`config.mk`:
```
export PLATFORM = sky130hd
export DESIGN_NAME = if_stage_flat
export DESIGN_NICKNAME = d
export VERILOG_FILES = /design/src/rtl/if_stage_pkg.sv /design/src/rtl/if_stage_if.sv /design/src/rtl/if_stage_if_id_reg.sv /design/src/rtl/if_stage.sv /design/src/flat_wrapper.sv
export SDC_FILE = /design/constraint.sdc
export NUM_CORES = 1
export LEC_CHECK = 0
export ABC_AREA = 1
export CORE_MARGIN = 5
export CORE_UTILIZATION = 26
export CTS_BUF_LIST = sky130_fd_sc_hd__clkbuf_4
export CTS_CLUSTER_DIAMETER = 100
export DETAILED_ROUTE_END_ITERATION = 6
export HOLD_SLACK_MARGIN = 0.03
export PLACE_DENSITY = 0.63
export SLEW_MARGIN = 30
export SYNTH_ARGS = -nofsm -noshare
export SYNTH_HDL_FRONTEND = slang
export SYNTH_SLANG_ARGS = --single-unit
```
`constraint.sdc`:
```
create_clock -name clk -period 1.95 [get_ports clk]
set_clock_uncertainty 0.2 [all_clocks]
set_input_delay 0.2925 -clock clk [delete_from_list [all_inputs] [get_ports clk]]
set_output_delay 0.2925 -clock clk [all_outputs]
set_load 0.01 [all_outputs]
```
`src/rtl/if_stage_pkg.sv`:
```
// Shared CPU definitions used by the fetch stage: next-PC select encodings,
// reset/exception vectors and the supervisor-preserving PC increment.
// Imported by if_stage and if_id_reg.
package if_stage_pkg;

   // Next-PC select codes driven by decode; 1, 6 and 7 fall back to sequential.
   typedef enum logic [2:0] {
      PCSRC_SEQ   = 3'd0,
      PCSRC_JUMP  = 3'd2,
      PCSRC_JR    = 3'd3,
      PCSRC_ILLOP = 3'd4,
      PCSRC_XADR  = 3'd5
   } pcsrc_e;

   localparam logic [31:0] RESET_VEC = 32'h8000_0000;
   localparam logic [31:0] ILLOP_VEC = 32'h8000_0004;
   localparam logic [31:0] XADR_VEC  = 32'h8000_0008;

   // Bit 31 is the supervisor bit; only the low 31 bits advance (mod 2^31).
   function automatic logic [31:0] pc_inc4(input logic [31:0] pc);
      logic [30:0] low;
      low = pc[30:0] + 31'd4;
      return {pc[31], low};
   endfunction

endpackage

```
`src/rtl/if_stage_if.sv`:
```
// Instruction memory fetch bus: address out, combinational instruction word back.
// Ports: IM_Addr (32, fetcher -> memory), IM_Data (32, memory -> fetcher).
// master = fetch stage, slave = instruction memory.
interface if_stage_if;
   logic [31:0] IM_Addr;
   logic [31:0] IM_Data;

   modport master (output IM_Addr, input IM_Data);
   modport slave  (input IM_Addr, output IM_Data);
endinterface

```
`src/rtl/if_stage_if_id_reg.sv`:
```
// IF/ID pipeline register: captures instruction, PC+4 and valid; 1-cycle latency.
// No handshake: write holds when low, flush clears to a bubble and wins over write.
// Ports: clk, reset (sync, active-high), write, flush, instr_in, pc_plus_4_in -> instr, pc_plus_4, valid.
module if_id_reg
   import if_stage_pkg::*;
(
   input  logic        clk,
   input  logic        reset,
   input  logic        write,
   input  logic        flush,
   input  logic [31:0] instr_in,
   input  logic [31:0] pc_plus_4_in,
   output logic [31:0] instr,
   output logic [31:0] pc_plus_4,
   output logic        valid
);

   always_ff @(posedge clk) begin
      if (reset || flush) begin
         // A flushed slot becomes an all-zero bubble regardless of write.
         instr     <= '0;
         pc_plus_4 <= '0;
         valid     <= 1'b0;
      end else if (write) begin
         instr     <= instr_in;
         pc_plus_4 <= pc_plus_4_in;
         valid     <= 1'b1;
      end
   end

endmodule

```
`src/rtl/if_stage.sv`:
```
// Instruction fetch stage: PC register, next-PC select and IF/ID register; fetch->ID latency 1.
// Stalls via PCWrite/IF_ID_write (hold), bubbles via IF_ID_flush; a taken EX branch always redirects.
// Ports: clk, reset, hazard controls, ID/EX redirect inputs, im (fetch bus master), PC, IF/ID outputs,
// StallCnt/FlushCnt. Optional macro IF_STAGE_PERF_CNT_EN enables the counters (else they read 0).
module if_stage
   import if_stage_pkg::*;
(
   input  logic         clk,
   input  logic         reset,
   input  logic         PCWrite,
   input  logic         IF_ID_write,
   input  logic         IF_ID_flush,
   input  logic [2:0]   ID_PCSrc,
   input  logic [31:0]  ID_JumpTarget,
   input  logic [31:0]  ID_JrTarget,
   input  logic         EX_BranchTaken,
   input  logic [31:0]  EX_BranchTarget,
   if_stage_if.master   im,
   output logic [31:0]  PC,
   output logic [31:0]  IF_ID_Instr,
   output logic [31:0]  IF_ID_PC_plus_4,
   output logic         IF_ID_valid,
   output logic [31:0]  StallCnt,
   output logic [31:0]  FlushCnt
);

   logic [31:0] pc_q;
   logic [31:0] pc_plus_4;
   logic [31:0] next_pc;
   logic        pc_load;

   assign pc_plus_4 = pc_inc4(pc_q);

   // EX branch is older than the ID redirect, so it takes priority.
   always_comb begin
      next_pc = pc_plus_4;
      if (EX_BranchTaken) begin
         next_pc = EX_BranchTarget;
      end else begin
         case (ID_PCSrc)
            PCSRC_JUMP:  next_pc = ID_JumpTarget;
            PCSRC_JR:    next_pc = ID_JrTarget;
            PCSRC_ILLOP: next_pc = ILLOP_VEC;
            PCSRC_XADR:  next_pc = XADR_VEC;
            default:     next_pc = pc_plus_4;
         endcase
      end
   end

   // A taken branch must redirect even while the hazard unit stalls the PC.
   assign pc_load = PCWrite || EX_BranchTaken;

   always_ff @(posedge clk) begin
      if (reset) begin
         pc_q <= RESET_VEC;
      end else if (pc_load) begin
         pc_q <= next_pc;
      end
   end

   assign PC         = pc_q;
   assign im.IM_Addr = pc_q;

   if_id_reg u_if_id_reg (
      .clk          (clk),
      .reset        (reset),
      .write        (IF_ID_write),
      .flush        (IF_ID_flush),
      .instr_in     (im.IM_Data),
      .pc_plus_4_in (pc_plus_4),
      .instr        (IF_ID_Instr),
      .pc_plus_4    (IF_ID_PC_plus_4),
      .valid        (IF_ID_valid)
   );

`ifdef IF_STAGE_PERF_CNT_EN
   logic [31:0] stall_cnt_q;
   logic [31:0] flush_cnt_q;

   // Both counters saturate rather than wrap so long runs stay meaningful.
   always_ff @(posedge clk) begin
      if (reset) begin
         stall_cnt_q <= '0;
         flush_cnt_q <= '0;
      end else begin
         if (!pc_load && (stall_cnt_q != 32'hFFFF_FFFF)) begin
            stall_cnt_q <= stall_cnt_q + 32'd1;
         end
         if (IF_ID_flush && (flush_cnt_q != 32'hFFFF_FFFF)) begin
            flush_cnt_q <= flush_cnt_q + 32'd1;
         end
      end
   end

   assign StallCnt = stall_cnt_q;
   assign FlushCnt = flush_cnt_q;
`else
   assign StallCnt = '0;
   assign FlushCnt = '0;
`endif

endmodule

```
`src/flat_wrapper.sv`:
```
// flat-port wrapper written by rule: the top's interface ports become plain ports
module if_stage_flat import if_stage_pkg::*;
  (clk, reset, PCWrite, IF_ID_write, IF_ID_flush, ID_PCSrc, ID_JumpTarget, ID_JrTarget, EX_BranchTaken, EX_BranchTarget, PC, IF_ID_Instr, IF_ID_PC_plus_4, IF_ID_valid, StallCnt, FlushCnt, im_IM_Addr, im_IM_Data);
  if_stage_if im_i ();
  input  logic clk;
  input  logic reset;
  input  logic PCWrite;
  input  logic IF_ID_write;
  input  logic IF_ID_flush;
  input  logic [2:0] ID_PCSrc;
  input  logic [31:0] ID_JumpTarget;
  input  logic [31:0] ID_JrTarget;
  input  logic EX_BranchTaken;
  input  logic [31:0] EX_BranchTarget;
  output logic [31:0] PC;
  output logic [31:0] IF_ID_Instr;
  output logic [31:0] IF_ID_PC_plus_4;
  output logic IF_ID_valid;
  output logic [31:0] StallCnt;
  output logic [31:0] FlushCnt;
  output wire logic [$bits(im_i.IM_Addr)-1:0] im_IM_Addr;
  input wire logic [$bits(im_i.IM_Data)-1:0] im_IM_Data;
  assign im_IM_Addr = im_i.IM_Addr;
  assign im_i.IM_Data = im_IM_Data;
  if_stage u_core (.clk(clk), .reset(reset), .PCWrite(PCWrite), .IF_ID_write(IF_ID_write), .IF_ID_flush(IF_ID_flush), .ID_PCSrc(ID_PCSrc), .ID_JumpTarget(ID_JumpTarget), .ID_JrTarget(ID_JrTarget), .EX_BranchTaken(EX_BranchTaken), .EX_BranchTarget(EX_BranchTarget), .im(im_i), .PC(PC), .IF_ID_Instr(IF_ID_Instr), .IF_ID_PC_plus_4(IF_ID_PC_plus_4), .IF_ID_valid(IF_ID_valid), .StallCnt(StallCnt), .FlushCnt(FlushCnt));
endmodule
```
==> flow_summary.ini <==
[outcome]
status = finished, final reports clean

[sta]
worst_pin_slew_ns = 0.650
final_hold_viol_count = 0
period_share_pct = 96.5
slew_viol_final = 0
max_slew_margin_pct = 56.6
fin_crit_ns = 1.88
fmaxAchievable_mhz = 531
setup_viol = 0

[power]
sw_frac_of_total_pct = 33.9
switchingPower_mw = 1.55
pwr-share-clk_pct = 22.6
combPwrFrac_pct = 30.4
power.leakage_nw = 4.73
vdd.ir_drop.worst_v = 0.000196
internal-power_mw = 3.01
powerDensity_nw_per_um2 = 490
seqPwrFrac_pct = 47.0
finalPower_mw = 4.56

[synth]
synth_edf_count = 0
ys_seq_area_share_pct = 31.6
synthArstFlopShare_pct = 0
synth_cells = 885
synthFlopType = dfxtp_1
synth.avg_cell_area_um2 = 6.94
synth.distinct_cells = 32
yosysWarnings = 0
synth-seq-cells = 97
mappedNetlistArea_um2 = 6140

[global_routing]
grt_pass1_vias = 6141
grt_max_degree = 65
grt_usage_pct = 17.4
grt-ovfl-total = 0
grt_pass1_wl_um = 36100
antenna_found_initial = 3

[worst_hold_path]
hold_path_depth = 4
hold_class = in -> reg

[final_layout]
finalNetCount = 1277
drive_above_1_share_pct = 16.6
finalNonFillerCells = 1465
final_common_cell = nand2_1
most-common-layout-cells = nand2_1 (183), nand3_1 (148), clkdlybuf4s50_1 (145)
num-fill-cells = 2507
area_growth_pct = 51.6
final_cell_area_um2 = 9310

[critical_path]
crit_path_start_kind = flip-flop
cp_data_arrival_time_ns = 1.39
path_buf_inv = 1
path_class = reg -> out
cp-end-kind = primary output
ff2ff_path_depth = 9
critPathRequiredTime_ns = 1.46
slowest_delay_ns = 0.56
cp_max_fo = 2
cp.depth = 1
slowest_stage = clkdlybuf4s50_1
cp_top_family = buffers and inverters
cp_cell_sequence = clkdlybuf4s50_1

[clocking]
htree_levels = 3
cts_root_buf = clkbuf_4
cts_inserted_buffers = 9
cts_sinks = 97
clkTransAtPathRegs_ns = 0.19
worstSkewPairLatency_ns = 0.49
hold_buffers = 0
clockBufferDepth = 2
cts_tree = done

[routing]
routedWlPerCell_um = 16.8
ant_nets = 0
drc_errors = 0
wirelength_um = 24500
drt-initial-drc-count = 351
vias_per_cell = 4.45
via_count = 6515
drtPass1Iterations = 5

[floorplan]
fp.dieArea_um2 = 26800
coreArea_um2 = 23300
pin_count = 330
rows = 56
fp.dieH_um = 164
initial_core_util_pct = 26.3
dieWidth_um = 164

[place]
portBuffers = 265
placed_area_um2 = 8960
dp_hpwl_um = 19500
place_inst = 1432
gp_congestion = 0.927

[job]
drv_cap = 0
## through the flow
| stage | TNS, ns | hold slack (ns) | util, % | setup WS [ns] |
|---|---|---|---|---|
| after CTS | 0 | 0.0545 | 39.2 | 0.00108 |
| after global routing | -0.0142 | 0.0730 | 39.9 | -0.0142 |
| after detailed placement | -2.71 | 0.253 | 38.4 | -0.152 |
| final | 0 | 0.0622 | 39.9 | 0.0677 |
| after floorplan | 0 | 0.232 | - | 0.164 |
| after global placement | -1.46 | 0.248 | 38.4 | -0.0890 |
## worst register-to-register path: stages, from the launching register on
cell and delay (ns):
dfxtp_2 0.36, buf_4 0.14, nand2_1 0.09, nor2_4 0.18, nand2_4 0.13, buf_4 0.17
o21ai_2 0.16, nand3_1 0.15, o211ai_1 0.12, inv_1 0.05
## layout make-up
| type | count | area [um^2] | area share, % |
|---|---|---|---|
| antenna | 3 | 7.51 | 0.0807 |
| multi-input combinational | 623 | 3200 | 34.3 |
| inverter | 76 | 285 | 3.07 |
| tap | 319 | 399 | 4.29 |
| sequential | 97 | 2040 | 22.0 |
| clock buffer | 9 | 67.6 | 0.726 |
| clock inverter | 6 | 51.3 | 0.551 |
| timing repair buffer | 332 | 3250 | 35.0 |
## final timing paths
kind	slack, ns	startpoint	to
worst max-delay path	0.07	u_core.u_if_id_reg.pc_plus_4[17]$_SDFFE_PP0P_	IF_ID_PC_plus_4[17]
worst min-delay path	0.06	IF_ID_write	u_core.u_if_id_reg.instr[14]$_SDFFE_PP0P_
worst max register to register	0.10	u_core.PC[3]$_SDFFE_PP0P_	u_core.u_if_id_reg.pc_plus_4[17]$_SDFFE_PP0P_
worst min register to register	0.27	u_core.u_if_id_reg.instr[18]$_SDFFE_PP0P_	u_core.u_if_id_reg.instr[18]$_SDFFE_PP0P_
## cell families (layout without fill, tap and decap cells)
logic type / after synthesis / in the layout / share of synthesized area (%)
simple gates: 415 / 415 / 32.4
buf+inv: 228 / 423 / 20.7
compound gates: 135 / 135 / 13.8
flops: 97 / 97 / 31.6
xor+xnor: 8 / 8 / 1.14
fa+ha+maj: 1 / 1 / 0.204
other cells: 1 / 67 / 0.0611
## power groups by stage
stage	Combinational [mW]	Clock, mW	Sequential, mW
3_3_place_gp	1.40	0	2.21
2_1_floorplan	0.679	0	2.24
6_report	1.38	1.03	2.14
4_1_cts	1.39	1.07	2.14
5_1_grt	1.50	1.16	2.16
3_5_place_dp	1.41	0	2.21
## what timing repair did
action / CTS / global route
setup buffers: 12 / 3
gates resized for setup: 136 / 54
endpoints found under the setup margin: 91 / 56
pin swaps: 0 / 3
## flip-flops by register name (all words and copies together) (netlist names)
name,flops
u_core.PC,32
u_core.u_if_id_reg.valid,1
u_core.u_if_id_reg.instr,32
u_core.u_if_id_reg.pc_plus_4,32
## synth_stat cells, types with 4 or more instances
library cell,instances,area (um^2)
nor2_1,31,116
clkbuf_1,24,90.1
dfxtp_1,97,1940
inv_2,5,18.8
nand2_4,5,56.3
nand2_2,10,62.6
buf_2,18,90.1
nor2_4,9,101
nand3_2,9,90.1
nand3_1,150,751
buf_4,105,788
nor2_2,6,37.5
xor2_1,6,52.6
o21ai_0,10,50.1
buf_1,5,18.8
nand2_1,184,691
inv_1,71,267
nand4_1,4,25.0
a22oi_1,27,203
a21oi_1,62,310
o211ai_1,25,188
a21oi_2,5,43.8
## routing by layer
metal | vias up | track usage (%) | share of wire (%)
li1 | 3270 | - | -
met2 | 283 | 26.0 | 45
met4 | 0 | 6.40 | 2.1
met1 | 2934 | 24.7 | 46
met3 | 28 | 3.28 | 7.4
met5 | - | 0 | 0
(Power assumes the default switching activity.)
